--- src/rtl/debug_unit_pkg.sv ---
// Shared constants, types and helpers for the pipeline debug unit.
package debug_unit_pkg;

    localparam int unsigned INSTRUCT_MEM_WIDTH_DEF = 32;

    // Width of a counter that must hold values 0..w inclusive.
    function automatic int unsigned cnt_width(input int unsigned w);
        return $clog2(w + 1);
    endfunction

    typedef enum logic {
        StIdle,
        StShifting
    } rx_state_e;

endpackage

--- src/rtl/rx_buffer.sv ---
// Parallel-to-serial buffer: loads a status word on start and presents it LSB first, one bit per
// rx_done pulse. Define RX_BUFFER_BIT_COUNT_EN to expose the remaining-bit count on o_bits_left.
module rx_buffer
    import debug_unit_pkg::*;
#(
    parameter int unsigned INSTRUCT_MEM_WIDTH = INSTRUCT_MEM_WIDTH_DEF
) (
    input  logic                          i_clk,
    input  logic                          i_reset,
    input  logic                          i_rx_buffer_start,
    input  logic                          i_rx_done,
    input  logic [INSTRUCT_MEM_WIDTH-1:0] i_pipeline_info,
    output logic                          o_rx_buffer_empty,
    output logic                          o_rx_data
`ifdef RX_BUFFER_BIT_COUNT_EN
    ,
    output logic [cnt_width(INSTRUCT_MEM_WIDTH)-1:0] o_bits_left
`endif
);

    localparam int unsigned CntW = cnt_width(INSTRUCT_MEM_WIDTH);

    rx_state_e                   state_q, state_d;
    logic [INSTRUCT_MEM_WIDTH-1:0] sh_q, sh_d;
    logic [CntW-1:0]             cnt_q, cnt_d;

    // State mirrors (cnt != 0); start always wins over a coincident done.
    always_comb begin
        state_d = state_q;
        sh_d    = sh_q;
        cnt_d   = cnt_q;
        unique case (state_q)
            StIdle: begin
                if (i_rx_buffer_start) begin
                    sh_d    = i_pipeline_info;
                    cnt_d   = CntW'(INSTRUCT_MEM_WIDTH);
                    state_d = StShifting;
                end
            end
            StShifting: begin
                if (i_rx_buffer_start) begin
                    sh_d  = i_pipeline_info;
                    cnt_d = CntW'(INSTRUCT_MEM_WIDTH);
                end else if (i_rx_done) begin
                    sh_d  = sh_q >> 1;
                    cnt_d = cnt_q - CntW'(1);
                    if (cnt_q == CntW'(1)) begin
                        state_d = StIdle;
                    end
                end
            end
            default: state_d = StIdle;
        endcase
    end

    always_ff @(posedge i_clk) begin
        if (i_reset) begin
            state_q <= StIdle;
            sh_q    <= '0;
            cnt_q   <= '0;
        end else begin
            state_q <= state_d;
            sh_q    <= sh_d;
            cnt_q   <= cnt_d;
        end
    end

    assign o_rx_data         = sh_q[0];
    assign o_rx_buffer_empty = (cnt_q == '0);

`ifdef RX_BUFFER_BIT_COUNT_EN
    assign o_bits_left = cnt_q;
`endif

endmodule

--- config.mk ---
export PLATFORM = sky130hd
export DESIGN_NAME = rx_buffer
export DESIGN_NICKNAME = d
export VERILOG_FILES = /design/src/rtl/debug_unit_pkg.sv /design/src/rtl/rx_buffer.sv
export SDC_FILE = /design/constraint.sdc
export NUM_CORES = 1
export LEC_CHECK = 0
export BUFFER_PORTS_ARGS = -buffer_cell sky130_fd_sc_hd__buf_4
export CAP_MARGIN = 20
export CORE_AREA = 2 2 62 64
export DETAILED_ROUTE_END_ITERATION = 12
export DIE_AREA = 0 0 64 66
export PLACE_DENSITY = 0.75
export SLEW_MARGIN = 20
export SYNTH_ARGS = -nofsm -noshare
export SYNTH_HDL_FRONTEND = slang
export SYNTH_SLANG_ARGS = --single-unit
export TNS_END_PERCENT = 1
--- constraint.sdc ---
create_clock -name i_clk -period 3 [get_ports i_clk]
set_input_delay 0.6 -clock i_clk [delete_from_list [all_inputs] [get_ports i_clk]]
set_output_delay 0.6 -clock i_clk [all_outputs]
set_load 0.05 [all_outputs]
# After elaboration in Yosys (flattened, before gate mapping)
# Cells that the tools add are included.
# W data, S select, Z words.
# classes
add_sub_neg,1
mul,0
n_div,0
magnitude_cmp,0
eq_ne,3
n_shift,0
n_mux,13
bitwise_logic,1
n_reduce_logical,2
# ops
cell,count
$mux W32,3
$pmux W32 S2,1
$mux W6,3
$pmux W6 S2,1
$eq A6 B1 Y1 const B,1
$logic_not A6 Y1,1
$sub A6 B1 Y6 const B,1
$mux W1,4
$ne A3 B3 Y1 const B,1
$ne A2 B2 Y1 const B,1
$pmux W1 S2,1
$reduce_and A2 Y1,1
$not A1 Y1,1
# totals
reg_bits,39
latch_bits,0
mem_bits_rw,0
mem_bits_ro,0
in_bits,36
out_inout_bits,2
wordCells,23
memories,0

# Longest topological paths before layout
# Gate-level depths: netlist (run 1).
# depth
depth_word,5
ltp_mapped,5
ltp_nobuf,5

# Worst setup path before layout (run 1)
# OpenSTA, ideal clock, no wires.
# synth_path
path_kind,register to output
from,reg cnt_q[0]
to,out o_rx_buffer_empty
arrival_ps,978
required_time_ps,2400
setup_slack_ps,1422
path_stages_with_launch,4
n_path_buf,0
path_cell_list,dfxtp_1 -> inv_1 -> ha_1 -> and3_1
# synth_via
elab_chain_cells,1
# synth_rtl
element,line,source
start: declaration,rx_buffer.sv:25,"logic [CntW-1:0] cnt_q, cnt_d;"
start signal: assignment,rx_buffer.sv:64,cnt_q <= cnt_d;
$logic_not A6 Y1,rx_buffer.sv:69,assign o_rx_buffer_empty = (cnt_q == '0);
end: declaration,rx_buffer.sv:13,"output logic o_rx_buffer_empty,"
# Every way passes these cells.

# Worst setup path in the final report (run 1)
# Ends and elaborated chain as after synthesis.

==> flow_summary.ini, run 1 <==
[clock_network]
root_buffer = clkbuf_4
cts_buffers = 5
cts_setup_buffers = 0
cts_tree = done
clockBufferDepth = 2
cts_resized = 0
insertion_delay_ps = 340
cts.clk_slew.worst_paths_ps = 110
clock-sinks = 39
htreeDepth = 2
ctsHoldBuffers = 0

[placed_design]
dpl_cell_area_um2 = 2050
dp_cells = 258
gp_congestion = 0.781
hpwlAfterDp_um = 2270
io_buffers = 37

[timing]
slew_headroom = 0.577
rsz0062_at_grt = no
slew_violations = 0
fmax_mhz = 506
tightest_slew_ps = 634
fin_tns_setup_ps = 0
setup_viol = 0
hold_slack_ps = 494
hold_viol_final = 0
post-route-min-period_ps = 1980
fin_crit_sh = 0.659
finClkSkew_ps = 11.0

[yosys]
yosys-top-cells-area = dfxtp_1, mux2i_1, a211oi_1, nor2_1, ha_1
synth_cell_types = 26
ys.warnings.count = 0
synth_top_cell_area_share = 0.441
yosysSeqAreaShare = 0.441
synth_fp_nets = 226
avgSynthCellArea_um2 = 9.46
synth_largest_area_cell = dfxtp_1
postSynthCellCount = 187
ys_seq_elements = 39
netlist_area_um2 = 1770

[floorplan]
die_area_um2 = 4220
die_w_um = 64
row_count = 22
num_io_pins = 38
coreArea_um2 = 3550
die_h_um = 66
start_util = 0.498

[grt]
grt_max_degree = 38
grt_overflow = 0
track_usage = 0.174
grt_pass1_vias = 1277
grt_pass1_wl_um = 5690
grt_antenna_before_repair = 0

[final_layout]
syn2layout_area_growth_pct = 19.7
drive_above_1_share = 0.234
fin_area_um2 = 2120
final_nets = 256
fill_cells = 314
instances_no_fill = 266
diodes = 0

[hold_path]
hold_class = input pin to flip-flop
hold_path_end = cnt_q[1]
hold_depth = 2
hp-start = i_rx_done

[worst_setup_path]
cp.arrival_ps = 1380
reg2reg_from = state_q
r2r_cells = 4
r2r-end = sh_q[10]
timing.reg2reg.setup_slack_ps = 1230
cp-start-kind = flip-flop
worstSetupPathType = flip-flop to output port
crit_fanout = 3
cp-end-kind = output port
required_ps = 2400

[routing]
first_pass_iters = 4
wl_per_cell_um = 12.3
avgViaCountPerCell = 5.20
totalWireLength_um = 3280
drtIter0Drc = 67
drc_errors = 0
vias = 1384
drtAntennaViolNets = 0

[pwr]
p_seq_frac = 0.544
max-vdd-ir-drop_v = 0.000350
swShare = 0.263
internal_power_uw = 791
p_leak_nw = 1.05
power.density_nw_per_um2 = 507
p_sw_uw = 283
combPwrFrac = 0.174
clkPwrFrac = 0.282

[job]
cap_violations = 0

[outcome]
status = finished clean
## cell usage in the layout, fill, tap and decap left out, types with 2 or more instances in the layout
cell      instances
a41o_1            2
clkbuf_8          2
a211oi_1         31
o21ai_0           2
dfxtp_1          39
nor2_1           37
inv_1             6
a311oi_1          2
mux2i_1          31
buf_4            39
a21oi_1           5
clkbuf_4          5
ha_1              3
## area by class of cell
type | count | area [um^2] | share of cell area
Multi-Input combinational cell | 126 | 892 | 0.421
Sequential cell | 39 | 781 | 0.369
Timing Repair Buffer | 39 | 293 | 0.138
Clock buffer | 8 | 68.8 | 0.0325
Tap cell | 48 | 60.1 | 0.0284
Inverter | 6 | 22.5 | 0.0106
## critical path, cell delays in order, from the launching register on
cell,delay (ps)
dfxtp_1,380
inv_1,100
ha_1,210
and3_1,150
buf_4,190
## synthesized netlist by cell type
cell / instances
dfxtp_1: 39
nor2_1: 37
a211oi_1: 31
mux2i_1: 31
clkbuf_1: 8
inv_1: 6
a21oi_1: 5
buf_2: 5
buf_4: 3
ha_1: 3
a311oi_1: 2
a41o_1: 2
o21ai_0: 2
a21o_1: 1
a22oi_1: 1
a31oi_1: 1
and3_1: 1
nand2_1: 1
nand2b_1: 1
o41ai_1: 1
or2_2: 1
or3_1: 1
or3_2: 1
or3_4: 1
or4b_1: 1
xnor2_1: 1
## power groups by stage
| stage | Combinational (mW) | Sequential [mW] | Clock [mW] |
|---|---|---|---|
| final | 0.187 | 0.584 | 0.303 |
| after global routing | 0.209 | 0.590 | 0.336 |
| after CTS | 0.189 | 0.584 | 0.311 |
| after detailed placement | 0.188 | 0.596 | 0 |
| after global placement | 0.185 | 0.595 | 0 |
| after floorplan | 0.128 | 0.593 | 0 |
## how the worst max path moves through the flow
stage                            startpoint                end  slack (ps)  depth (start not counted)
final                              cnt_q[0]  o_rx_buffer_empty        1020                          4
after global routing               cnt_q[0]  o_rx_buffer_empty         920                          4
after CTS                          cnt_q[0]  o_rx_buffer_empty        1020                          4
after detailed placement  i_rx_buffer_start           sh_q[20]         940                          5
after global placement    i_rx_buffer_start           sh_q[13]         950                          5
after floorplan                    cnt_q[0]  o_rx_buffer_empty        1420                          3
## metrics by stage
stage / power (mW) / setup slack (ps) / utilization
floorplan: 0.722 / 1420 / -
global placement: 0.780 / 950 / 0.577
detailed placement: 0.784 / 936 / 0.577
CTS: 1.08 / 1020 / 0.596
global route: 1.13 / 919 / 0.596
finish: 1.07 / 1020 / 0.596
## flip-flops by register name (all words and copies together) (netlist names)
| signal | flops |
|---|---|
| cnt_q | 6 |
| sh_q | 32 |
| state_q | 1 |
## metal layers
metal | part of all wire | wire length, um | global-route usage
met1 | 0.49 | 1620 | 0.220
met2 | 0.45 | 1480 | 0.275
met3 | 0.044 | 145 | 0.0579
met4 | 0.012 | 41 | 0.0652
met5 | 0 | 0 | 0
## kinds of logic after synthesis
kind of cell | synth area share
compound gates | 0.190
xor+xnor | 0.00495
fa+ha+maj | 0.0212
buf+inv | 0.0566
flops | 0.441
mux | 0.175
simple gates | 0.111
(Power assumes the default switching activity.)
==> inputs of run 2 (changes only) <==
--- a/config.mk
+++ b/config.mk
@@ -5,12 +5,13 @@
 export SDC_FILE = /design/constraint.sdc
 export NUM_CORES = 1
 export LEC_CHECK = 0
+export ABC_AREA = 1
 export BUFFER_PORTS_ARGS = -buffer_cell sky130_fd_sc_hd__buf_4
 export CAP_MARGIN = 20
-export CORE_AREA = 2 2 62 64
+export CORE_AREA = 2 2 64 66
 export DETAILED_ROUTE_END_ITERATION = 12
-export DIE_AREA = 0 0 64 66
-export PLACE_DENSITY = 0.75
+export DIE_AREA = 0 0 66 68
+export PLACE_DENSITY = 0.74
 export SLEW_MARGIN = 20
 export SYNTH_ARGS = -nofsm -noshare
 export SYNTH_HDL_FRONTEND = slang
==> constraint.sdc (replaced) <==
create_clock -name i_clk -period 1.77 [get_ports i_clk]
set_input_delay 0.354 -clock i_clk [delete_from_list [all_inputs] [get_ports i_clk]]
set_output_delay 0.354 -clock i_clk [all_outputs]
set_load 0.05 [all_outputs]
==> run 2 against run 1 <==
Compared with the run above: power up 78%; highest routed layer unchanged; clock power increased by 98%; via count is 4.6% higher; synthesized cell count up 3.7%; critical endpoint unchanged; critical path depth did not move; largest cell class unchanged; sequential power up 69%; flip-flop and latch count did not move; register-to-register slack worse by 880 ps; core utilization down 3.9 points; hold slack got worse by 260 ps; non-clock buffer count up 3; count of clock-buffer cells in the layout shrank 2; largest power group unchanged.
==> flow_summary.ini, run 2 <==
[outcome]
status = finished clean

[routing]
routedLengthMet1_um = 1600
drtIter0Drc = 65
wl_per_cell_um = 11.9
drtAntennaViolNets = 0
totalWireLength_um = 3320
first_pass_iters = 4
route.met3.wl_um = 168
avgViaCountPerCell = 5.17
vias = 1448
wl_met2_um = 1490
maxUsedRoutingLayer = met4
drc_errors = 0

[placed_design]
hpwlAfterDp_um = 2320
dp_slack_ps = 308
io_buffers = 37
gp_congestion = 0.730
dp_cells = 273

[timing]
slew_violations = 0
fin_crit_sh = 0.926
finClkSkew_ps = 2.04
fmax_mhz = 610
hold_viol_final = 0
post-route-min-period_ps = 1640
finalWorstSetupSlack_ps = 131
rsz0062_at_grt = no
tightest_slew_ps = 363
setup_viol = 0
fin_tns_setup_ps = 0
slew_headroom = 0.758

[final_layout]
regMostFlops = sh_q
final_common_cell = buf_4
largest_reg_flops = 32
final_nets = 269
reg.largest.list = sh_q x32, cnt_q x6, state_q x1
instances_no_fill = 280
drive_above_1_share = 0.235
syn2layout_area_growth_pct = 21.5
diodes = 0
layout_common_cells = buf_4, dfxtp_1, a21oi_1, mux2i_1, o21ai_0

[job]
cap_violations = 0

[worst_setup_path]
cp-end-kind = output port
crit_fanout = 4
timing.reg2reg.setup_slack_ps = 350
worstSetupPathType = flip-flop to output port
r2r_cells = 5
reg2reg_from = state_q
r2r-end = sh_q[26]
cp.arrival_ps = 1280
cp-start-kind = flip-flop
required_ps = 1420

[pwr]
power.density_nw_per_um2 = 887
max-vdd-ir-drop_v = 0.000603
p_leak_nw = 1.07
finalPower_mw = 1.91

[hold_path]
hold_path_end = state_q
hold_class = input pin to flip-flop
hold_depth = 2
hp-start = i_reset

[clock_network]
cts.clk_slew.worst_paths_ps = 70
insertion_delay_ps = 290
htreeDepth = 2
cts_setup_buffers = 0
ctsHoldBuffers = 0
clockBufferDepth = 2
cts_buffers = 5
clock-sinks = 39
root_buffer = clkbuf_8
cts_tree = done
cts_resized = 0

[grt]
grt_overflow = 0
grt_pass1_vias = 1245
grt_antenna_before_repair = 0
track_usage = 0.157
grt_pass1_wl_um = 5330
grt_max_degree = 43

[yosys]
synth_largest_area_cell = dfxtp_1
avgSynthCellArea_um2 = 9.12
synth_fp_nets = 233
yosysSeqAreaShare = 0.441
yosys-top-cells-area = dfxtp_1, mux2i_1, a21oi_1, o21ai_0, buf_12
synth_top_cell_area_share = 0.441
synth_edf_count = 0
netlist_area_um2 = 1770
ys_seq_elements = 39
ys.warnings.count = 0
synth_cell_types = 22
postSynthCellCount = 194
ys_top_cells_by_count = dfxtp_1, a21oi_1, mux2i_1
synthArstFlopShare = 0
synth_most_common_cell = dfxtp_1
synthFlopType = dfxtp_1

[floorplan]
num_io_pins = 38
start_util = 0.459
die_area_um2 = 4490
row_count = 23
die_w_um = 66
die_h_um = 68
coreArea_um2 = 3860
==> run 2: final cells by class <==
class / instances / area (um^2)
clock buffers: 6 / 82.6
clock inverters: 1 / 5.00
fillers: 361 / 1710
inverters: 8 / 30.0
multi-input cells: 134 / 847
flip-flops and latches: 39 / 782
well taps: 50 / 62.6
repair buffers: 42 / 340
==> run 2: metal layers <==
layer	vias up	track usage
li1	755	-
met1	659	0.206
met2	29	0.237
met3	5	0.0510
met4	0	0.0689
met5	-	0
==> run 2: per-stage QoR <==
step | utilization | hold slack [ps] | cell area, um^2
final | 0.557 | 231 | 2150
after detailed placement | 0.534 | 482 | 2060
after global placement | 0.534 | 470 | 2060
after CTS | 0.557 | 224 | 2150
after floorplan | - | 423 | 1770
after global routing | 0.557 | 223 | 2150
==> run 2: cell families after synthesis <==
kind of cell | after synthesis | synth area share
compound gates | 68 | 0.194
flops | 39 | 0.441
mux | 31 | 0.175
simple gates | 31 | 0.0835
buf+inv | 21 | 0.0799
fa+ha+maj | 3 | 0.0212
xor+xnor | 1 | 0.00495
==> run 2: worst max-delay path, stage by stage (launching register included) <==
cell,delay [ps]
dfxtp_2,360
inv_1,80
ha_1,190
and3_1,180
buf_4,190
==> run 2: worst max-delay path by stage <==
stage,startpoint,to,cells past startpoint
final,cnt_q[0],o_rx_buffer_empty,4
after global routing,cnt_q[0],o_rx_buffer_empty,4
after CTS,cnt_q[0],o_rx_buffer_empty,4
after detailed placement,i_rx_buffer_start,sh_q[5],6
after global placement,i_rx_buffer_start,sh_q[25],6
after floorplan,cnt_q[0],o_rx_buffer_empty,3
==> run 2: power by group <==
| part | leakage (nW) | internal, mW | switching (mW) | total [mW] |
|---|---|---|---|---|
| registers | 0.324 | 0.949 | 0.0363 | 0.986 |
| logic | 0.700 | 0.155 | 0.165 | 0.320 |
| clock network | 0.0470 | 0.306 | 0.295 | 0.601 |
| total | 1.07 | 1.41 | 0.496 | 1.91 |
